## src/rtl/func_bindec_sched_pkg.sv

```systemverilog
// Shared defaults, state encoding, converter exception codes and issue payload.
package func_bindec_sched_pkg;

    localparam int unsigned DEF_NREQ    = 4;
    localparam int unsigned DEF_LATENCY = 17;
    localparam int unsigned DEF_SLOTS   = 16;
    localparam int unsigned DATA_W      = 64;

    // Scheduler states
    typedef enum logic [1:0] {
        ST_RUN     = 2'd0,
        ST_DRAIN   = 2'd1,
        ST_FLUSHED = 2'd2
    } state_e;

    // Binary-to-decimal converter exception flags
    localparam logic [4:0] EXC_NONE      = 5'b00000;
    localparam logic [4:0] EXC_INEXACT   = 5'b00001;
    localparam logic [4:0] EXC_UNDERFLOW = 5'b00010;
    localparam logic [4:0] EXC_OVERFLOW  = 5'b00100;
    localparam logic [4:0] EXC_DIVZERO   = 5'b01000;
    localparam logic [4:0] EXC_INVALID   = 5'b10000;

    // Operand bundle forwarded to the converter on issue
    typedef struct packed {
        logic [DATA_W-1:0] data;
        logic [1:0]        size;
        logic [1:0]        rmode;
        logic              away;
    } conv_op_t;

endpackage

```

## src/rtl/func_bindec_sched_arb.sv

```systemverilog
// Round-robin arbiter: search starts one past the last winner.
module bindec_rr_arb #(
    parameter int unsigned NREQ = 4
) (
    input  logic            clk_i,
    input  logic            rst_ni,
    input  logic [NREQ-1:0] req_i,
    input  logic            adv_i,
    output logic [NREQ-1:0] gnt_c
);

    localparam int unsigned PW = (NREQ > 1) ? $clog2(NREQ) : 1;

    logic [PW-1:0] ptr_q;
    logic [PW-1:0] win_c;
    logic          found_c;

    // Priority search rotated by the pointer
    always_comb begin
        gnt_c   = '0;
        win_c   = '0;
        found_c = 1'b0;
        for (int unsigned k = 0; k < NREQ; k++) begin
            if (!found_c && req_i[PW'((32'(ptr_q) + k) % NREQ)]) begin
                found_c = 1'b1;
                win_c   = PW'((32'(ptr_q) + k) % NREQ);
                gnt_c[PW'((32'(ptr_q) + k) % NREQ)] = 1'b1;
            end
        end
    end

    // Pointer moves past the winner only when the grant is taken
    always_ff @(posedge clk_i) begin
        if (!rst_ni) begin
            ptr_q <= '0;
        end else if (adv_i && found_c) begin
            ptr_q <= (win_c == PW'(NREQ - 1)) ? '0 : win_c + 1'b1;
        end
    end

endmodule

```

## src/rtl/func_bindec_sched.sv

```systemverilog
// Issue scheduler for a shared binary-to-decimal converter with a slot-based result buffer.
module func_bindec_sched
    import func_bindec_sched_pkg::*;
#(
    parameter int unsigned NREQ    = DEF_NREQ,
    parameter int unsigned LATENCY = DEF_LATENCY,
    parameter int unsigned SLOTS   = DEF_SLOTS
) (
    input  logic                   CLK,
    input  logic                   RESET,
    input  logic [NREQ-1:0]        req,
    input  logic [NREQ*64-1:0]     req_data,
    input  logic [NREQ*2-1:0]      req_size,
    input  logic [NREQ*2-1:0]      req_rmode,
    input  logic [NREQ-1:0]        req_away,
    output logic [NREQ-1:0]        gnt,
    output logic [$clog2(SLOTS)-1:0] gnt_slot,
    output logic                   conv_wren,
    output logic [$clog2(SLOTS)-1:0] conv_wraddrs,
    output logic [63:0]            conv_wrdata,
    output logic [1:0]             conv_size,
    output logic [1:0]             conv_rmode,
    output logic                   conv_away,
    output logic                   done_vld,
    output logic [((NREQ > 1) ? $clog2(NREQ) : 1)-1:0] done_id,
    output logic [$clog2(SLOTS)-1:0] done_slot,
    input  logic                   rel_vld,
    input  logic [$clog2(SLOTS)-1:0] rel_slot,
    input  logic                   flush,
    output logic                   flush_done,
    output logic [$clog2(SLOTS):0] inflight
);

    localparam int unsigned IW = (NREQ > 1) ? $clog2(NREQ) : 1;
    localparam int unsigned SW = $clog2(SLOTS);
    localparam int unsigned CW = SW + 1;
    // Last delay stage is the done output register itself
    localparam int unsigned PD = LATENCY - 1;

    state_e            state_q;
    logic [SLOTS-1:0]  busy_q;
    logic [SLOTS-1:0]  cmpl_q;
    logic [IW-1:0]     owner_q [SLOTS];
    logic [PD-1:0]     pv_q;
    logic [SW-1:0]     ps_q [PD];

    logic [NREQ-1:0]   arb_gnt_c;
    logic              issue_c;
    logic              slot_avail_c;
    logic [SW-1:0]     alloc_slot_c;
    logic [IW-1:0]     gidx_c;
    conv_op_t          sel_op_c;
    logic              rel_ok_c;
    logic              pipe_busy_c;

    bindec_rr_arb #(.NREQ(NREQ)) u_arb (
        .clk_i  (CLK),
        .rst_ni (RESET),
        .req_i  (req),
        .adv_i  (issue_c),
        .gnt_c  (arb_gnt_c)
    );

    // Lowest-index free slot
    always_comb begin
        slot_avail_c = 1'b0;
        alloc_slot_c = '0;
        for (int i = SLOTS - 1; i >= 0; i--) begin
            if (!busy_q[i]) begin
                slot_avail_c = 1'b1;
                alloc_slot_c = SW'(i);
            end
        end
    end

    // Operand mux driven by the one-hot arbiter grant
    always_comb begin
        gidx_c   = '0;
        sel_op_c = '0;
        for (int unsigned i = 0; i < NREQ; i++) begin
            if (arb_gnt_c[i]) begin
                gidx_c         = IW'(i);
                sel_op_c.data  = req_data[i*64 +: 64];
                sel_op_c.size  = req_size[i*2 +: 2];
                sel_op_c.rmode = req_rmode[i*2 +: 2];
                sel_op_c.away  = req_away[i];
            end
        end
    end

    // Issue, release and drain qualifiers
    always_comb begin
        issue_c     = (state_q == ST_RUN) && !flush && slot_avail_c && (|req);
        rel_ok_c    = rel_vld && busy_q[rel_slot] && cmpl_q[rel_slot];
        pipe_busy_c = conv_wren || (|pv_q);
    end

    // Registered issue port; data fields hold while idle
    always_ff @(posedge CLK) begin
        if (!RESET) begin
            gnt          <= '0;
            gnt_slot     <= '0;
            conv_wren    <= 1'b0;
            conv_wraddrs <= '0;
            conv_wrdata  <= '0;
            conv_size    <= '0;
            conv_rmode   <= '0;
            conv_away    <= 1'b0;
        end else begin
            conv_wren <= issue_c;
            gnt       <= issue_c ? arb_gnt_c : '0;
            if (issue_c) begin
                gnt_slot     <= alloc_slot_c;
                conv_wraddrs <= alloc_slot_c;
                conv_wrdata  <= sel_op_c.data;
                conv_size    <= sel_op_c.size;
                conv_rmode   <= sel_op_c.rmode;
                conv_away    <= sel_op_c.away;
            end
        end
    end

    // Write-back delay line of {valid, slot}; owner looked up on exit
    always_ff @(posedge CLK) begin
        if (!RESET) begin
            pv_q      <= '0;
            done_vld  <= 1'b0;
            done_slot <= '0;
            done_id   <= '0;
            for (int i = 0; i < int'(PD); i++) begin
                ps_q[i] <= '0;
            end
        end else begin
            pv_q[0] <= conv_wren;
            ps_q[0] <= conv_wraddrs;
            for (int i = 1; i < int'(PD); i++) begin
                pv_q[i] <= pv_q[i-1];
                ps_q[i] <= ps_q[i-1];
            end
            done_vld  <= pv_q[PD-1];
            done_slot <= ps_q[PD-1];
            done_id   <= owner_q[ps_q[PD-1]];
        end
    end

    // Slot table: allocation, completion marking, release
    always_ff @(posedge CLK) begin
        if (!RESET) begin
            busy_q   <= '0;
            cmpl_q   <= '0;
            inflight <= '0;
            for (int i = 0; i < int'(SLOTS); i++) begin
                owner_q[i] <= '0;
            end
        end else begin
            if (issue_c) begin
                busy_q[alloc_slot_c]  <= 1'b1;
                cmpl_q[alloc_slot_c]  <= 1'b0;
                owner_q[alloc_slot_c] <= gidx_c;
            end
            if (pv_q[PD-1]) begin
                cmpl_q[ps_q[PD-1]] <= 1'b1;
            end
            if (rel_ok_c) begin
                busy_q[rel_slot] <= 1'b0;
                cmpl_q[rel_slot] <= 1'b0;
            end
            inflight <= inflight + CW'(issue_c) - CW'(rel_ok_c);
        end
    end

    // Run / drain / flushed control
    always_ff @(posedge CLK) begin
        if (!RESET) begin
            state_q    <= ST_RUN;
            flush_done <= 1'b0;
        end else begin
            case (state_q)
                ST_RUN: begin
                    if (flush) state_q <= ST_DRAIN;
                end
                ST_DRAIN: begin
                    if (!pipe_busy_c) begin
                        state_q    <= ST_FLUSHED;
                        flush_done <= 1'b1;
                    end
                end
                ST_FLUSHED: begin
                    if (!flush) begin
                        state_q    <= ST_RUN;
                        flush_done <= 1'b0;
                    end
                end
                default: begin
                    state_q    <= ST_RUN;
                    flush_done <= 1'b0;
                end
            endcase
        end
    end

endmodule
```

## config.mk

```make
export PLATFORM = sky130hd
export DESIGN_NAME = func_bindec_sched
export DESIGN_NICKNAME = d
export VERILOG_FILES = /design/src/rtl/func_bindec_sched_pkg.sv /design/src/rtl/func_bindec_sched_arb.sv /design/src/rtl/func_bindec_sched.sv
export SDC_FILE = /design/constraint.sdc
export NUM_CORES = 1
export LEC_CHECK = 0
export CAP_MARGIN = 20
export CORE_ASPECT_RATIO = 0.8
export CORE_MARGIN = 3
export CORE_UTILIZATION = 43
export CTS_CLUSTER_DIAMETER = 30
export DETAILED_ROUTE_END_ITERATION = 16
export HOLD_SLACK_MARGIN = 0.1
export PLACE_DENSITY_LB_ADDON = 0.12
export SYNTH_ARGS = -nofsm -noshare
export SYNTH_HDL_FRONTEND = slang
export SYNTH_HIERARCHICAL = 1
export SYNTH_SLANG_ARGS = --single-unit
export TNS_END_PERCENT = 20
```

## constraint.sdc

```tcl
create_clock -name CLK -period 10.21 [get_ports CLK]
set_input_delay 1.5315 -clock CLK [delete_from_list [all_inputs] [get_ports CLK]]
set_output_delay 1.5315 -clock CLK [all_outputs]
set_load 0.005 [all_outputs]
```

# Word-level counts from Yosys, hierarchy flattened
# Memories as Yosys holds them, arrays and structs flattened. A register that Yosys moved wholly into a read port is not among the register bits.
# Cells that the tools add are included.
# word_totals
reg_bits,141
ram_bits,96
inputBits,288
out_inout_bits,95
memories,2
# op_classes
addsub,6
order_cmp,14
eq_ne,6
mux,117
n_bitwise,27
n_reduce_logical,29
# memory_table
name,depth,width,rd,rd_ports_with_merged_regs,write_ports,line,rtl
ps_q,16,4,16,0,16,func_bindec_sched.sv:45,logic [SW-1:0] ps_q [PD];
owner_q,16,2,1,1,16,func_bindec_sched.sv:43,logic [IW-1:0] owner_q [SLOTS];
# ops
cell,count
2-to-1 mux 69 bit,4
2-to-1 mux 4 bit,37
2-to-1 mux 16 bit,8
bitwise AND 16 bit,3
2-to-1 mux 1 bit,42
NOT 16 bit,2
bitwise OR 16 bit,2
2-to-1 mux 2 bit,11
logical AND 1 bit,16
bitwise OR 1 bit,16
OR reduction 16 bit,1
"less-than comparator 4 x 5 -> 1 bit, second input constant",3
demux 1 bit (select 4 bit),3
"greater-or-equal comparator 4 x 1 -> 1 bit, second input constant",3
"less-than comparator 2 x 3 -> 1 bit, second input constant",4
bitwise OR 4 bit,3
binary-select mux 1 bit (select 2 bit),4
binary-select mux 1 bit (select 4 bit),2
demux 1 bit (select 2 bit),4
"greater-or-equal comparator 2 x 1 -> 1 bit, second input constant",4
"!= test 2 bit, second input constant",3
one-hot mux 2 bit (3 select lines),1
AND reduction 3 bit,2
adder 5 x 1 -> 5 bit,1
other kinds (13),20

# Logic depth before layout (Yosys ltp)
# Gate-level depths: netlist (run 1).
# depth
word_depth,29
ltp_mapped,16
ltp_nobuf,14

# Modules after synthesis
# Netlist (run 1), hierarchy kept.
# by_module_without_submodules
mod,instances,cells_each,area_per_inst_um2,seq_area_each_um2
func_bindec_sched,1,1025,10537.6,5064.9
bindec_rr_arb,1,67,548.0,40.0

# Worst setup path after synthesis (run 1)
# Ideal clock, no wire load.
# synth_path
path_kind,input port to flip-flop
start,in rel_slot[2]
end,reg inflight[4]
t_arrival_ns,4.141
t_required_ns,10.095
setup_slack_ns,5.954
cell_stages,14
n_path_buf,1
cell_sequence,buf_4 > mux4_2 > mux4_2 > o2111a_1 > ha_1 > inv_1 > ha_1 > inv_1 > fa_1 > inv_1 > a21o_1 > a21oi_1 > xnor2_1 > and2_1
# synth_between
elab_chain_cells,5
elab_cells_between_ends,7
# synth_rtl
item,line,rtl
start: declaration,func_bindec_sched.sv:28,"input logic [$clog2(SLOTS)-1:0] rel_slot,"
binary-select mux 1 bit (select 4 bit),func_bindec_sched.sv:94,rel_ok_c = rel_vld && busy_q[rel_slot] && cmpl_q[rel_slot];
2-to-1 mux 1 bit (implied by the code),func_bindec_sched.sv:94,
logical AND 1 bit,func_bindec_sched.sv:94,
logical AND 1 bit *,func_bindec_sched.sv:94,
subtractor 5 x 1 -> 5 bit *,func_bindec_sched.sv:168,inflight <= inflight + CW'(issue_c) - CW'(rel_ok_c);
end signal: assignment,func_bindec_sched.sv:168,
end: declaration,func_bindec_sched.sv:31,output logic [$clog2(SLOTS):0] inflight
# Mark *: on every way between the ends. The rest lies on a longest branch, timed or not. The select of a mux whose other input is x is not followed.
# A chain may end at the register's enable or synchronous reset.

# Worst setup path in the final report (run 1)
# layout_path
start,in req[2]
end,reg conv_wrdata[38]
# layout_between
elab_cells_between_ends,30
# layout_lines
item,line,rtl
start: declaration,func_bindec_sched.sv:11,"input logic [NREQ-1:0] req,"
binary-select mux 1 bit (select 2 bit),func_bindec_sched_arb.sv:24,if (!found_c && req_i[PW'((32'(ptr_q) + k) % NREQ)]) begin
2-to-1 mux 1 bit (implied by the code),func_bindec_sched_arb.sv:24,
2-to-1 mux 1 bit,func_bindec_sched_arb.sv:24,
zero test 1 bit,func_bindec_sched_arb.sv:24,
logical AND 1 bit,func_bindec_sched_arb.sv:24,
2-to-1 mux 1 bit,func_bindec_sched_arb.sv:24,
zero test 1 bit,func_bindec_sched_arb.sv:24,
logical AND 1 bit,func_bindec_sched_arb.sv:24,
2-to-1 mux 1 bit,func_bindec_sched_arb.sv:24,
zero test 1 bit,func_bindec_sched_arb.sv:24,
logical AND 1 bit,func_bindec_sched_arb.sv:24,
2-to-1 mux 4 bit *,func_bindec_sched_arb.sv:24,
named net arb_gnt_c[2],func_bindec_sched.sv:47,logic [NREQ-1:0] arb_gnt_c;
2-to-1 mux 69 bit * (2 in series),func_bindec_sched.sv:81,if (arb_gnt_c[i]) begin
end signal: assignment,func_bindec_sched.sv:115,conv_wrdata <= sel_op_c.data;
end: declaration,func_bindec_sched.sv:20,"output logic [63:0] conv_wrdata,"
# Mark *: on every way through the listed nets, which the timed path passes. The rest lies on a longest branch. The select of a mux whose other input is x is not followed.

==> results of run 1 <==
[metrics by stage]
step	hold slack [ns]	cell area (um^2)	instances	total power [W]
after global placement	0.413	14900	1696	0.00199
final	0.409	16500	1781	0.00352
after CTS	0.421	16500	1778	0.00354
after floorplan	0.412	11100	1092	0.00162
after global routing	0.441	16500	1780	0.00368
after detailed placement	0.418	14900	1696	0.00201
[report_power, final]
| group | leakage, nW | switching [W] | total (W) | internal (W) |
|---|---|---|---|---|
| Combinational | 3.70 | 0.000496 | 0.000935 | 0.000440 |
| Clock | 0.760 | 0.000532 | 0.00152 | 0.000989 |
| Sequential | 2.00 | 0.0000448 | 0.00107 | 0.00102 |
[per-layer routing]
layer / vias to the layer above / global-route usage
met2: 536 / 0.457
met5: - / 0
met3: 101 / 0.0960
met4: 4 / 0.0634
met1: 5152 / 0.347
li1: 4857 / -
[state kept, by name (all words and copies together) (netlist names)]
name and count:
busy_q 16, cmpl_q 16, conv_away 1, conv_rmode 2, conv_size 2, conv_wraddrs 4, conv_wrdata 64, conv_wren 1
done_id 2, done_slot 4, done_vld 1, flush_done 1, gnt 4, inflight 5, owner_q 32, ps_q 64
pv_q 16, state_q 2, u_arb/ptr_q 2
[cells by family after synthesis]
family | Yosys count | share of synthesized area
XOR/XNOR | 5 | 0.00395
multiplexers | 28 | 0.0484
AO/OA/AOI/OAI | 407 | 0.281
AND/OR/NAND/NOR | 274 | 0.138
flip-flops | 239 | 0.460
buffers and inverters | 128 | 0.0552
adder cells (fa/ha/maj) | 11 | 0.0131
[worst max-delay path by stage]
stage                start         endpoint  slack [ns]  cells past startpoint
4_1_cts             req[1]  conv_wrdata[24]        4.84                      9
2_1_floorplan  rel_slot[2]      inflight[4]        5.95                     14
6_report            req[2]  conv_wrdata[38]        5.26                     12
5_1_grt             req[1]      inflight[4]        5.07                     16
3_5_place_dp        req[1]  conv_wrdata[24]        4.35                      9
3_3_place_gp        req[1]  conv_wrdata[28]        4.51                      9
[layout by cell type (no fill, tap or decap), types with 9 or more instances in the layout]
cell type / synthesis / final
sky130_fd_sc_hd__clkdlybuf4s50_1: 0 / 381
sky130_fd_sc_hd__dfxtp_1: 207 / 207
sky130_fd_sc_hd__a22oi_1: 144 / 144
sky130_fd_sc_hd__and2_1: 94 / 94
sky130_fd_sc_hd__o211a_1: 71 / 71
sky130_fd_sc_hd__o211ai_1: 70 / 70
sky130_fd_sc_hd__nand2_1: 49 / 49
sky130_fd_sc_hd__clkbuf_16: 0 / 46
sky130_fd_sc_hd__o21ai_0: 37 / 34
sky130_fd_sc_hd__a21oi_1: 32 / 32
sky130_fd_sc_hd__edfxtp_1: 32 / 32
sky130_fd_sc_hd__nor2_1: 28 / 28
sky130_fd_sc_hd__nor3_1: 22 / 22
sky130_fd_sc_hd__inv_1: 19 / 19
sky130_fd_sc_hd__mux4_2: 19 / 19
sky130_fd_sc_hd__buf_4: 7 / 15
sky130_fd_sc_hd__o31ai_1: 14 / 14
sky130_fd_sc_hd__nand3_1: 10 / 10
sky130_fd_sc_hd__nor4_1: 10 / 10
sky130_fd_sc_hd__ha_1: 10 / 10
sky130_fd_sc_hd__nand4_1: 9 / 9
[cell type report]
class | instances | area share
Multi-Input combinational cell | 725 | 0.328
Sequential cell | 239 | 0.309
Timing Repair Buffer | 397 | 0.239
Clock buffer | 51 | 0.0727
Tap cell | 318 | 0.0241
Clock inverter | 31 | 0.0230
Inverter | 19 | 0.00432
Antenna cell | 1 | 0.000152
==> metrics.txt, run 1 <==
# TYPE chip_impl_metric gauge
chip_impl_metric{name="routed-via-count",unit=""} 10700
chip_impl_metric{name="post_route_cells_drive_above_1_share",unit=""} 0.0923
chip_impl_metric{name="post-place-ws",unit="ns"} 4.35
chip_impl_info{name="critical_path.reg2reg.startpoint",value="u_arb/ptr_q[0]"} 1
chip_impl_metric{name="finalNetCount",unit=""} 1726
chip_impl_info{name="tritoncts",value="yes"} 1
chip_impl_info{name="worstReg2RegEnd",value="conv_wrdata[38]"} 1
chip_impl_info{name="hold_class",value="reg2reg"} 1
chip_impl_info{name="synth.top_cells.by_count",value="207 x sky130_fd_sc_hd__dfxtp_1, 144 x sky130_fd_sc_hd__a22oi_1, 94 x sky130_fd_sc_hd__and2_1"} 1
chip_impl_metric{name="io_buffer_count",unit=""} 382
chip_impl_info{name="uppermost_layer_routed",value="met5"} 1
chip_impl_metric{name="post_synthesis_to_final_layout_area_growth",unit="%"} 48.9
chip_impl_metric{name="clock_transition_at_the_register_clock_pins_on_the_worst_setup_and_hold_paths_after_cts",unit="ns"} 0.05
chip_impl_metric{name="1st_iter_drt_viols",unit=""} 1048
chip_impl_metric{name="nFillCells",unit=""} 1988
chip_impl_metric{name="detailedPlacementHpwl",unit="um"} 28500
chip_impl_metric{name="synth_top_area_frac",unit=""} 0.374
chip_impl_info{name="synthMostInstantiatedCell",value="sky130_fd_sc_hd__dfxtp_1"} 1
chip_impl_info{name="worstHoldStart",value="ps_q[1][24]"} 1
chip_impl_metric{name="top_level_ports",unit=""} 383
chip_impl_metric{name="grt_first_pass_wirelength",unit="um"} 59000
chip_impl_metric{name="clock_sink_count",unit=""} 239
chip_impl_metric{name="synth_cell_type_count",unit=""} 65
chip_impl_metric{name="cts_inserted_buffers",unit=""} 45
chip_impl_metric{name="worstMarginPinSlew",unit="ns"} 1.02
chip_impl_metric{name="routed_via_density",unit=""} 5.98
chip_impl_metric{name="timing.final.hold_violations",unit=""} 0
chip_impl_info{name="postSynth.topFlopCell",value="sky130_fd_sc_hd__dfxtp_1"} 1
chip_impl_metric{name="synth-seq-cells",unit=""} 239
chip_impl_metric{name="floorplan.die.height",unit="um"} 150
chip_impl_info{name="crit_path_cell_trace",value="clkdlybuf4s50_1, or3b_1, a2111o_1, nand3_2, a22oi_1, o21ai_4, buf_4, nor2b_4, buf_4, a22oi_1, o211ai_1, o211a_1"} 1
chip_impl_info{name="critical_path.slowest_cell",value="sky130_fd_sc_hd__buf_4"} 1
chip_impl_metric{name="timing.critical_path.required",unit="ns"} 10.62
chip_impl_metric{name="timing.final.crit_period",unit="ns"} 4.95
chip_impl_metric{name="gr-total-overflow",unit=""} 0
chip_impl_metric{name="timing.final.crit_share",unit=""} 0.485
chip_impl_metric{name="globalRouteTotalUtil",unit=""} 0.275
chip_impl_metric{name="power.density_cell_area",unit="nW/um^2"} 214
chip_impl_metric{name="worstPathMaxFanout",unit=""} 73
chip_impl_metric{name="floorplan.core_area",unit="um^2"} 24800
chip_impl_metric{name="placementRows",unit=""} 51
chip_impl_metric{name="synth-edff-count",unit=""} 32
chip_impl_info{name="path_class",value="in2reg"} 1
chip_impl_metric{name="timing.critical_path.buf_inv",unit=""} 3
chip_impl_metric{name="final_critical_path_setup_slack",unit="ns"} 5.26
chip_impl_metric{name="ctsLongestPathBuffers",unit=""} 3
chip_impl_info{name="startpoint_type",value="input pin"} 1
chip_impl_info{name="cts_root_buffer",value="sky130_fd_sc_hd__clkbuf_16"} 1
chip_impl_metric{name="hold-path-cell-count",unit=""} 1
chip_impl_metric{name="cts.repair.resized",unit=""} 0
chip_impl_metric{name="report.final.setup_viol",unit=""} 0
chip_impl_metric{name="synth.cell_area",unit="um^2"} 11100
chip_impl_metric{name="final_routed_drc_violation_total",unit=""} 0
chip_impl_metric{name="worst_clock_skew",unit="ns"} 0.0204
chip_impl_metric{name="m1WireLength",unit="um"} 15600
chip_impl_info{name="yosysTopAreaCell",value="sky130_fd_sc_hd__dfxtp_1"} 1
chip_impl_metric{name="synth_sequential_area_ratio",unit=""} 0.460
chip_impl_metric{name="post_drt_wl_per_cell",unit="um"} 22.6
chip_impl_metric{name="final_antenna_net_count",unit=""} 0
chip_impl_metric{name="worst_ir_drop_vdd",unit="V"} 0.000123
chip_impl_metric{name="sequential_cell_area",unit="um^2"} 5100
chip_impl_metric{name="utilization",unit=""} 0.665
chip_impl_metric{name="number_of_hold_repair_buffers_added_at_the_cts_stage",unit=""} 0
chip_impl_metric{name="dr_wl_met3",unit="um"} 4280
chip_impl_metric{name="wl_met2",unit="um"} 19400
chip_impl_metric{name="avgSynthCellArea",unit="um^2"} 10.2
chip_impl_metric{name="fp.dieArea",unit="um^2"} 27800
chip_impl_metric{name="maximum_number_of_pins_on_one_net_before_global_route_repair",unit=""} 122
chip_impl_metric{name="fin_tns_setup",unit="ns"} 0
chip_impl_metric{name="critical_path_arrival",unit="ns"} 5.36
chip_impl_metric{name="leakage",unit="nW"} 6.47
chip_impl_metric{name="antenna_violations_before_repair",unit=""} 2
chip_impl_metric{name="postCtsSetupRepairBufs",unit=""} 0
chip_impl_metric{name="rrSetupSlack",unit="ns"} 5.56
chip_impl_metric{name="synth.net_count",unit=""} 1391
chip_impl_metric{name="footprint_of_the_multi_input_gates",unit="um^2"} 5410
chip_impl_metric{name="async_flop_share",unit=""} 0
chip_impl_info{name="crit_end_element",value="register"} 1
chip_impl_metric{name="worst_slew_margin_rel",unit=""} 0.321
chip_impl_metric{name="floorplan.die.width",unit="um"} 186
chip_impl_metric{name="cp_slowest_stage_delay",unit="ns"} 0.69
chip_impl_metric{name="yosys_warnings",unit=""} 6
chip_impl_metric{name="clk_latency",unit="ns"} 0.53
chip_impl_info{name="critPathTopFamily",value="buffers and inverters"} 1
chip_impl_metric{name="worst_r2r_path_depth",unit=""} 12
chip_impl_info{name="hold_path_end",value="ps_q[1][28]"} 1
chip_impl_metric{name="detailed_route_wire_length",unit="um"} 40300
chip_impl_metric{name="vias_in_the_first_global_route",unit=""} 10100
chip_impl_info{name="yosys-top-cells-area",value="sky130_fd_sc_hd__dfxtp_1 37%, sky130_fd_sc_hd__a22oi_1 9.8%, sky130_fd_sc_hd__edfxtp_1 8.7%"} 1
chip_impl_metric{name="drv_cap",unit=""} 0
chip_impl_info{name="rsz0062_at_grt",value="false"} 1
chip_impl_info{name="status",value="complete, no violations"} 1
chip_impl_metric{name="final-max-slew-violation-count",unit=""} 0
chip_impl_metric{name="drt_pass1_iterations",unit=""} 5
chip_impl_metric{name="initial_core_util",unit=""} 0.447
chip_impl_metric{name="cts.htree.levels",unit=""} 2
chip_impl_metric{name="place_congestion",unit=""} 0.931
chip_impl_metric{name="fmaxAchievable",unit="MHz"} 202
chip_impl_metric{name="syn_inst_count",unit=""} 1092
Note: power is estimated with default switching activity, not from simulation.
==> run 2: changes to the inputs <==
CORE_UTILIZATION = 41   (was 43)
clock period = 4.4 ns   (was 10.21 ns; I/O delays follow)
==> run 2 against run 1 <==
  * Sequential power is 130% higher
  * Worst setup slack worse by 4.6 ns
  * Power is 140% higher
  * Non-clock buffer count is 11 higher
  * Clock power grew to 2.5 times the previous value
  * Register-to-register slack worse by 4.9 ns
  * Highest routed layer unchanged
  * Hold slack better by 0.013 ns
  * Sequential cell count stayed put
  * Global-route usage is 0.67 points higher
  * Largest cell class unchanged
  * Largest power group unchanged
==> metrics.txt, run 2 (synthesized netlist as in run 1, its figures left out) <==
# TYPE chip_impl_metric gauge
chip_impl_info{name="biggestRegsByFlops",value="conv_wrdata (64), ps_q (64), owner_q (32)"} 1
chip_impl_metric{name="critical_path_arrival",unit="ns"} 4.15
chip_impl_metric{name="number_of_hold_repair_buffers_added_at_the_cts_stage",unit=""} 0
chip_impl_metric{name="placementRows",unit=""} 53
chip_impl_info{name="layout_commonest_cell",value="sky130_fd_sc_hd__clkdlybuf4s50_1"} 1
chip_impl_metric{name="report.final.setup_viol",unit=""} 0
chip_impl_metric{name="post_synthesis_to_final_layout_area_growth",unit="%"} 51.6
chip_impl_metric{name="cp_slowest_stage_delay",unit="ns"} 0.64
chip_impl_metric{name="clock_sink_count",unit=""} 239
chip_impl_metric{name="top_level_ports",unit=""} 383
chip_impl_metric{name="final-max-slew-violation-count",unit=""} 0
chip_impl_metric{name="post_route_cells_drive_above_1_share",unit=""} 0.105
chip_impl_metric{name="clock_transition_at_the_register_clock_pins_on_the_worst_setup_and_hold_paths_after_cts",unit="ns"} 0.05
chip_impl_metric{name="routed_via_density",unit=""} 5.72
chip_impl_metric{name="clk_latency",unit="ns"} 0.55
chip_impl_metric{name="antenna_violations_before_repair",unit=""} 5
chip_impl_metric{name="drt_pass1_iterations",unit=""} 7
chip_impl_metric{name="post_drt_wl_per_cell",unit="um"} 22.9
chip_impl_info{name="tritoncts",value="yes"} 1
chip_impl_info{name="hold_class",value="reg2reg"} 1
chip_impl_metric{name="place_congestion",unit=""} 0.914
chip_impl_info{name="crit_end_element",value="register"} 1
chip_impl_metric{name="worst_clock_skew",unit="ns"} 0.0134
chip_impl_metric{name="timing.critical_path.buf_inv",unit=""} 2
chip_impl_metric{name="final_cells",unit=""} 1843
chip_impl_info{name="path_class",value="reg2reg"} 1
chip_impl_metric{name="final_critical_path_setup_slack",unit="ns"} 0.680
chip_impl_metric{name="globalRouteTotalUtil",unit=""} 0.282
chip_impl_metric{name="floorplan.core_area",unit="um^2"} 26500
chip_impl_metric{name="final_routed_drc_violation_total",unit=""} 0
chip_impl_metric{name="timing.critical_path.required",unit="ns"} 4.83
chip_impl_metric{name="cts.htree.levels",unit=""} 2
chip_impl_metric{name="dp_cells",unit=""} 1748
chip_impl_metric{name="fin_worst_hold_slack",unit="ns"} 0.422
chip_impl_metric{name="fmaxAchievable",unit="MHz"} 269
chip_impl_info{name="crit_path_cell_trace",value="inv_1, ha_1, mux4_2, nor2b_4, a22oi_1, o21ai_4, buf_4, nand3b_1, a21oi_1, a221oi_1, nand2_1, o211a_1"} 1
chip_impl_metric{name="timing.final.crit_period",unit="ns"} 3.72
chip_impl_metric{name="cts_inserted_buffers",unit=""} 49
chip_impl_info{name="startpoint_type",value="register"} 1
chip_impl_metric{name="power.density_cell_area",unit="nW/um^2"} 510
chip_impl_metric{name="p_total",unit="W"} 0.00857
chip_impl_metric{name="worst_ir_drop_vdd",unit="V"} 0.000336
chip_impl_metric{name="grt_first_pass_wirelength",unit="um"} 63500
chip_impl_metric{name="detailed_route_wire_length",unit="um"} 42300
chip_impl_metric{name="ctsLongestPathBuffers",unit=""} 3
chip_impl_metric{name="final_antenna_net_count",unit=""} 0
chip_impl_info{name="critPathTopFamily",value="compound AO/OA/AOI/OAI gates"} 1
chip_impl_metric{name="vias_in_the_first_global_route",unit=""} 10400
chip_impl_metric{name="floorplan.die.height",unit="um"} 153
chip_impl_metric{name="io_buffer_count",unit=""} 382
chip_impl_metric{name="1st_iter_drt_viols",unit=""} 882
chip_impl_metric{name="leakage",unit="nW"} 6.60
chip_impl_metric{name="fp.dieArea",unit="um^2"} 29100
chip_impl_info{name="status",value="complete, no violations"} 1
chip_impl_metric{name="fin_tns_setup",unit="ns"} 0
chip_impl_metric{name="gr-total-overflow",unit=""} 0
chip_impl_info{name="mostFrequentLayoutCells",value="381 x sky130_fd_sc_hd__clkdlybuf4s50_1, 207 x sky130_fd_sc_hd__dfxtp_1, 144 x sky130_fd_sc_hd__a22oi_1"} 1
chip_impl_metric{name="cts.repair.resized",unit=""} 0
chip_impl_metric{name="post-place-ws",unit="ns"} 0.279
chip_impl_metric{name="worstMarginPinSlew",unit="ns"} 0.939
chip_impl_metric{name="maximum_number_of_pins_on_one_net_before_global_route_repair",unit=""} 91
chip_impl_metric{name="drv_cap",unit=""} 0
chip_impl_metric{name="finalNetCount",unit=""} 1741
chip_impl_metric{name="timing.final.hold_violations",unit=""} 0
chip_impl_metric{name="worst_slew_margin_rel",unit=""} 0.373
chip_impl_info{name="critical_path.slowest_cell",value="sky130_fd_sc_hd__mux4_2"} 1
chip_impl_metric{name="postCtsSetupRepairBufs",unit=""} 0
chip_impl_metric{name="timing.final.crit_share",unit=""} 0.845
chip_impl_metric{name="floorplan.die.width",unit="um"} 190
chip_impl_metric{name="worstPathMaxFanout",unit=""} 33
chip_impl_info{name="rsz0062_at_grt",value="false"} 1
chip_impl_metric{name="nFillCells",unit=""} 2145
chip_impl_metric{name="initial_core_util",unit=""} 0.419
chip_impl_metric{name="routed-via-count",unit=""} 10500
chip_impl_metric{name="detailedPlacementHpwl",unit="um"} 30400
chip_impl_info{name="cts_root_buffer",value="sky130_fd_sc_hd__clkbuf_16"} 1
run 2: cell types whose count changed in the layout (fill, tap and decap cells not counted), sizes merged:
cell	before	now
diode	1	3
inv	29	38
clkinv	11	12
bufinv	5	6
clkinvlp	5	4
buf	16	27
run 2: where the power goes:
part           switching, W  internal [W]
clock network       0.00136       0.00246
registers          0.000107       0.00237
logic               0.00121       0.00106
run 2: layer usage:
layer,track usage,share of wire
met3,0.0860,0.092
met2,0.427,0.45
met1,0.396,0.44
met5,0,0.00071
met4,0.0647,0.017
run 2: path summary, 6_finish.rpt:
check,end,cells past startpoint,slack [ns],startpoint
setup / recovery,conv_wrdata[60],12,0.68,u_arb/ptr_q[1]
setup reg to reg,conv_wrdata[60],12,0.68,u_arb/ptr_q[1]
hold / removal,ps_q[1][28],1,0.42,ps_q[1][24]
hold reg to reg,ps_q[1][28],1,0.42,ps_q[1][24]
run 2: area by class of cell:
class / count / area, um^2 / share of cell area
Multi-Input combinational cell: 725 / 5410 / 0.322
Sequential cell: 239 / 5100 / 0.304
Timing Repair Buffer: 408 / 4060 / 0.241
Tap cell: 357 / 447 / 0.0266
Inverter: 19 / 71.3 / 0.00424
Clock inverter: 41 / 478 / 0.0284
Clock buffer: 51 / 1230 / 0.0734
Antenna cell: 3 / 7.51 / 0.000447
run 2: stage by stage:
stage / area (um^2) / util
2_1_floorplan: 11100 / -
3_3_place_gp: 15100 / 0.570
3_5_place_dp: 15100 / 0.570
4_1_cts: 16800 / 0.635
5_1_grt: 16800 / 0.635
6_report: 16800 / 0.635
==> run 3: changes to the inputs <==
clock period = 3.1 ns   (was 4.4 ns; I/O delays follow)
==> run 3 against run 2 <==
  * Final cell count up 4.4%
  * Wire length decreased by 1.7%
  * Register-to-register slack got worse by 0.61 ns
  * Global-route usage decreased by 0.90 points
  * Clock skew grew 0.010 ns
  * Via count increased by 2.6%
  * Die area is the same
  * Cell area rose by 5.8%
  * Fmax is 23% higher
  * Worst setup slack lost 0.61 ns
  * Sequential cell count is the same
  * Largest power group unchanged
  * Highest routed layer is now met4
==> metrics.txt, run 3 (synthesized netlist as in run 1, its figures left out) <==
# TYPE chip_impl_metric gauge
chip_impl_metric{name="drv_cap",unit=""} 0
chip_impl_metric{name="power.share.clock",unit=""} 0.431
chip_impl_metric{name="p_total",unit="W"} 0.0129
chip_impl_metric{name="fin_worst_hold_slack",unit="ns"} 0.284
chip_impl_metric{name="antenna_violations_before_repair",unit=""} 0
chip_impl_metric{name="1st_iter_drt_viols",unit=""} 890
chip_impl_metric{name="wl_met2",unit="um"} 18700
chip_impl_metric{name="worstPathMaxFanout",unit=""} 16
chip_impl_metric{name="floorplan.core_area",unit="um^2"} 26500
chip_impl_metric{name="floorplan.die.height",unit="um"} 153
chip_impl_metric{name="placementRows",unit=""} 53
chip_impl_metric{name="clock_sink_count",unit=""} 239
chip_impl_metric{name="worst_slew_margin_rel",unit=""} 0.507
chip_impl_metric{name="finalNetCount",unit=""} 1830
chip_impl_metric{name="worst_clock_skew",unit="ns"} 0.0236
chip_impl_metric{name="cts.htree.levels",unit=""} 2
chip_impl_metric{name="m1WireLength",unit="um"} 18100
chip_impl_metric{name="power.density_cell_area",unit="nW/um^2"} 727
chip_impl_metric{name="clk_latency",unit="ns"} 0.55
chip_impl_info{name="mostFrequentLayoutCells",value="379 x sky130_fd_sc_hd__clkdlybuf4s50_1, 204 x sky130_fd_sc_hd__dfxtp_1, 143 x sky130_fd_sc_hd__a22oi_1"} 1
chip_impl_metric{name="timing.final.crit_period",unit="ns"} 3.03
chip_impl_metric{name="gr-total-overflow",unit=""} 0
chip_impl_metric{name="worst_ir_drop_vdd",unit="V"} 0.000496
chip_impl_info{name="path_class",value="reg2reg"} 1
chip_impl_metric{name="dr_wl_met3",unit="um"} 3880
chip_impl_metric{name="maximum_number_of_pins_on_one_net_before_global_route_repair",unit=""} 93
chip_impl_info{name="timing.critical_path.from",value="u_arb/ptr_q[1]"} 1
chip_impl_metric{name="detailedPlacementHpwl",unit="um"} 30300
chip_impl_metric{name="io_buffer_count",unit=""} 382
chip_impl_metric{name="number_of_hold_repair_buffers_added_at_the_cts_stage",unit=""} 0
chip_impl_info{name="cts_root_buffer",value="sky130_fd_sc_hd__clkbuf_16"} 1
chip_impl_metric{name="timing.final.hold_violations",unit=""} 0
chip_impl_info{name="critical_path.reg2reg.startpoint",value="u_arb/ptr_q[1]"} 1
chip_impl_metric{name="utilization",unit=""} 0.672
chip_impl_metric{name="post_synthesis_to_final_layout_area_growth",unit="%"} 60.4
chip_impl_metric{name="floorplan.die.width",unit="um"} 190
chip_impl_metric{name="switching_share",unit=""} 0.299
chip_impl_metric{name="drt_pass1_iterations",unit=""} 5
chip_impl_metric{name="final_antenna_net_count",unit=""} 0
chip_impl_metric{name="place_congestion",unit=""} 0.935
chip_impl_info{name="worstHoldStart",value="RESET"} 1
chip_impl_metric{name="cts_inserted_buffers",unit=""} 46
chip_impl_metric{name="critical_path_arrival",unit="ns"} 3.46
chip_impl_metric{name="p_seq_frac",unit=""} 0.271
chip_impl_metric{name="final_routed_drc_violation_total",unit=""} 0
chip_impl_metric{name="vias_in_the_first_global_route",unit=""} 10500
chip_impl_metric{name="timing.critical_path.required",unit="ns"} 3.54
chip_impl_metric{name="globalRouteTotalUtil",unit=""} 0.273
chip_impl_metric{name="initial_core_util",unit=""} 0.419
chip_impl_info{name="biggestRegsByFlops",value="conv_wrdata (64), ps_q (64), owner_q (32)"} 1
chip_impl_metric{name="routed-via-count",unit=""} 10800
chip_impl_info{name="status",value="complete, no violations"} 1
chip_impl_metric{name="antenna_cells",unit=""} 0
chip_impl_info{name="uppermost_layer_routed",value="met4"} 1
chip_impl_info{name="layout_commonest_cell",value="sky130_fd_sc_hd__clkdlybuf4s50_1"} 1
chip_impl_metric{name="worstMarginPinSlew",unit="ns"} 0.738
chip_impl_metric{name="detailed_route_wire_length",unit="um"} 41500
chip_impl_metric{name="post_route_cells_drive_above_1_share",unit=""} 0.163
chip_impl_metric{name="internal_power",unit="W"} 0.00906
chip_impl_metric{name="top_level_ports",unit=""} 383
chip_impl_info{name="tritoncts",value="yes"} 1
chip_impl_metric{name="report.final.setup_viol",unit=""} 0
chip_impl_metric{name="post_drt_wl_per_cell",unit="um"} 21.6
chip_impl_metric{name="comb_power_share",unit=""} 0.298
chip_impl_metric{name="timing.final.crit_share",unit=""} 0.976
chip_impl_metric{name="routed_via_density",unit=""} 5.62
chip_impl_info{name="hold_class",value="in2reg"} 1
chip_impl_metric{name="clock_transition_at_the_register_clock_pins_on_the_worst_setup_and_hold_paths_after_cts",unit="ns"} 0.06
chip_impl_metric{name="final-max-slew-violation-count",unit=""} 0
chip_impl_metric{name="power.switching",unit="W"} 0.00386
chip_impl_metric{name="fmaxAchievable",unit="MHz"} 330
chip_impl_metric{name="leakage",unit="nW"} 7.16
chip_impl_info{name="startpoint_type",value="register"} 1
chip_impl_metric{name="grt_first_pass_wirelength",unit="um"} 61800
chip_impl_metric{name="ctsLongestPathBuffers",unit=""} 3
chip_impl_metric{name="fp.dieArea",unit="um^2"} 29100
chip_impl_info{name="crit_end_element",value="register"} 1
==> run 3: path summary, 6_finish.rpt <==
| kind | to | slack (ns) | cells after the start |
|---|---|---|---|
| worst min-delay path | conv_wrdata[50] | 0.28 | 2 |
| worst max-delay path | conv_wrdata[25] | 0.07 | 12 |
| worst min register to register | ps_q[0][9] | 0.42 | 1 |
| worst max register to register | conv_wrdata[25] | 0.07 | 12 |
==> run 3: power by group through the flow <==
stage / clock network, W / logic, W / registers [W]
CTS: 0.00565 / 0.00364 / 0.00350
finish: 0.00557 / 0.00385 / 0.00350
floorplan: 0 / 0.00186 / 0.00356
global route: 0.00581 / 0.00413 / 0.00352
detailed placement: 0 / 0.00361 / 0.00355
global placement: 0 / 0.00360 / 0.00354
==> run 3: area by class of cell <==
class / count / area, um^2
fill: 2068 / 8680
multi-input combinational: 725 / 5450
sequential: 239 / 5110
timing repair buffer: 500 / 4920
clock buffer: 52 / 1280
clock inverter: 33 / 498
tap: 357 / 447
inverter: 19 / 71.3
==> run 3: critical path, stage by stage (launching register included) <==
cell and delay, ns:
sky130_fd_sc_hd__dfxtp_1 0.33, sky130_fd_sc_hd__inv_1 0.09, sky130_fd_sc_hd__ha_4 0.29, sky130_fd_sc_hd__mux4_2 0.58
sky130_fd_sc_hd__nor2b_4 0.19, sky130_fd_sc_hd__a22oi_1 0.13, sky130_fd_sc_hd__o21ai_4 0.25, sky130_fd_sc_hd__nor4b_4 0.08
sky130_fd_sc_hd__buf_4 0.16, sky130_fd_sc_hd__buf_12 0.15, sky130_fd_sc_hd__a22oi_1 0.37, sky130_fd_sc_hd__o211ai_1 0.16
sky130_fd_sc_hd__o211a_1 0.15
==> run 3: repair_timing <==
item / in CTS / in global routing
gates resized for setup: 4 / 10
setup buffers: 3 / 6
cloned: 0 / 2
pin swaps: 1 / 3
setup endpoints to repair: 1 / 67
==> run 3: routing by layer <==
| metal | global-route usage | vias to the layer above |
|---|---|---|
| li1 | - | 5067 |
| met1 | 0.384 | 5219 |
| met2 | 0.412 | 463 |
| met3 | 0.0787 | 62 |
| met4 | 0.0707 | 0 |
| met5 | 0 | - |
==> run 3: per-stage QoR <==
stage / setup TNS [ns] / instance area, um^2 / setup WS [ns] / cells
floorplan: 0 / 11200 / 0.00166 / 1092
global placement: -17.35 / 15800 / -0.593 / 1829
detailed placement: -19.81 / 15800 / -0.625 / 1829
CTS: 0 / 17600 / 0.0725 / 1917
global route: -0.0100 / 17800 / -0.00648 / 1925
finish: 0 / 17800 / 0.0735 / 1925
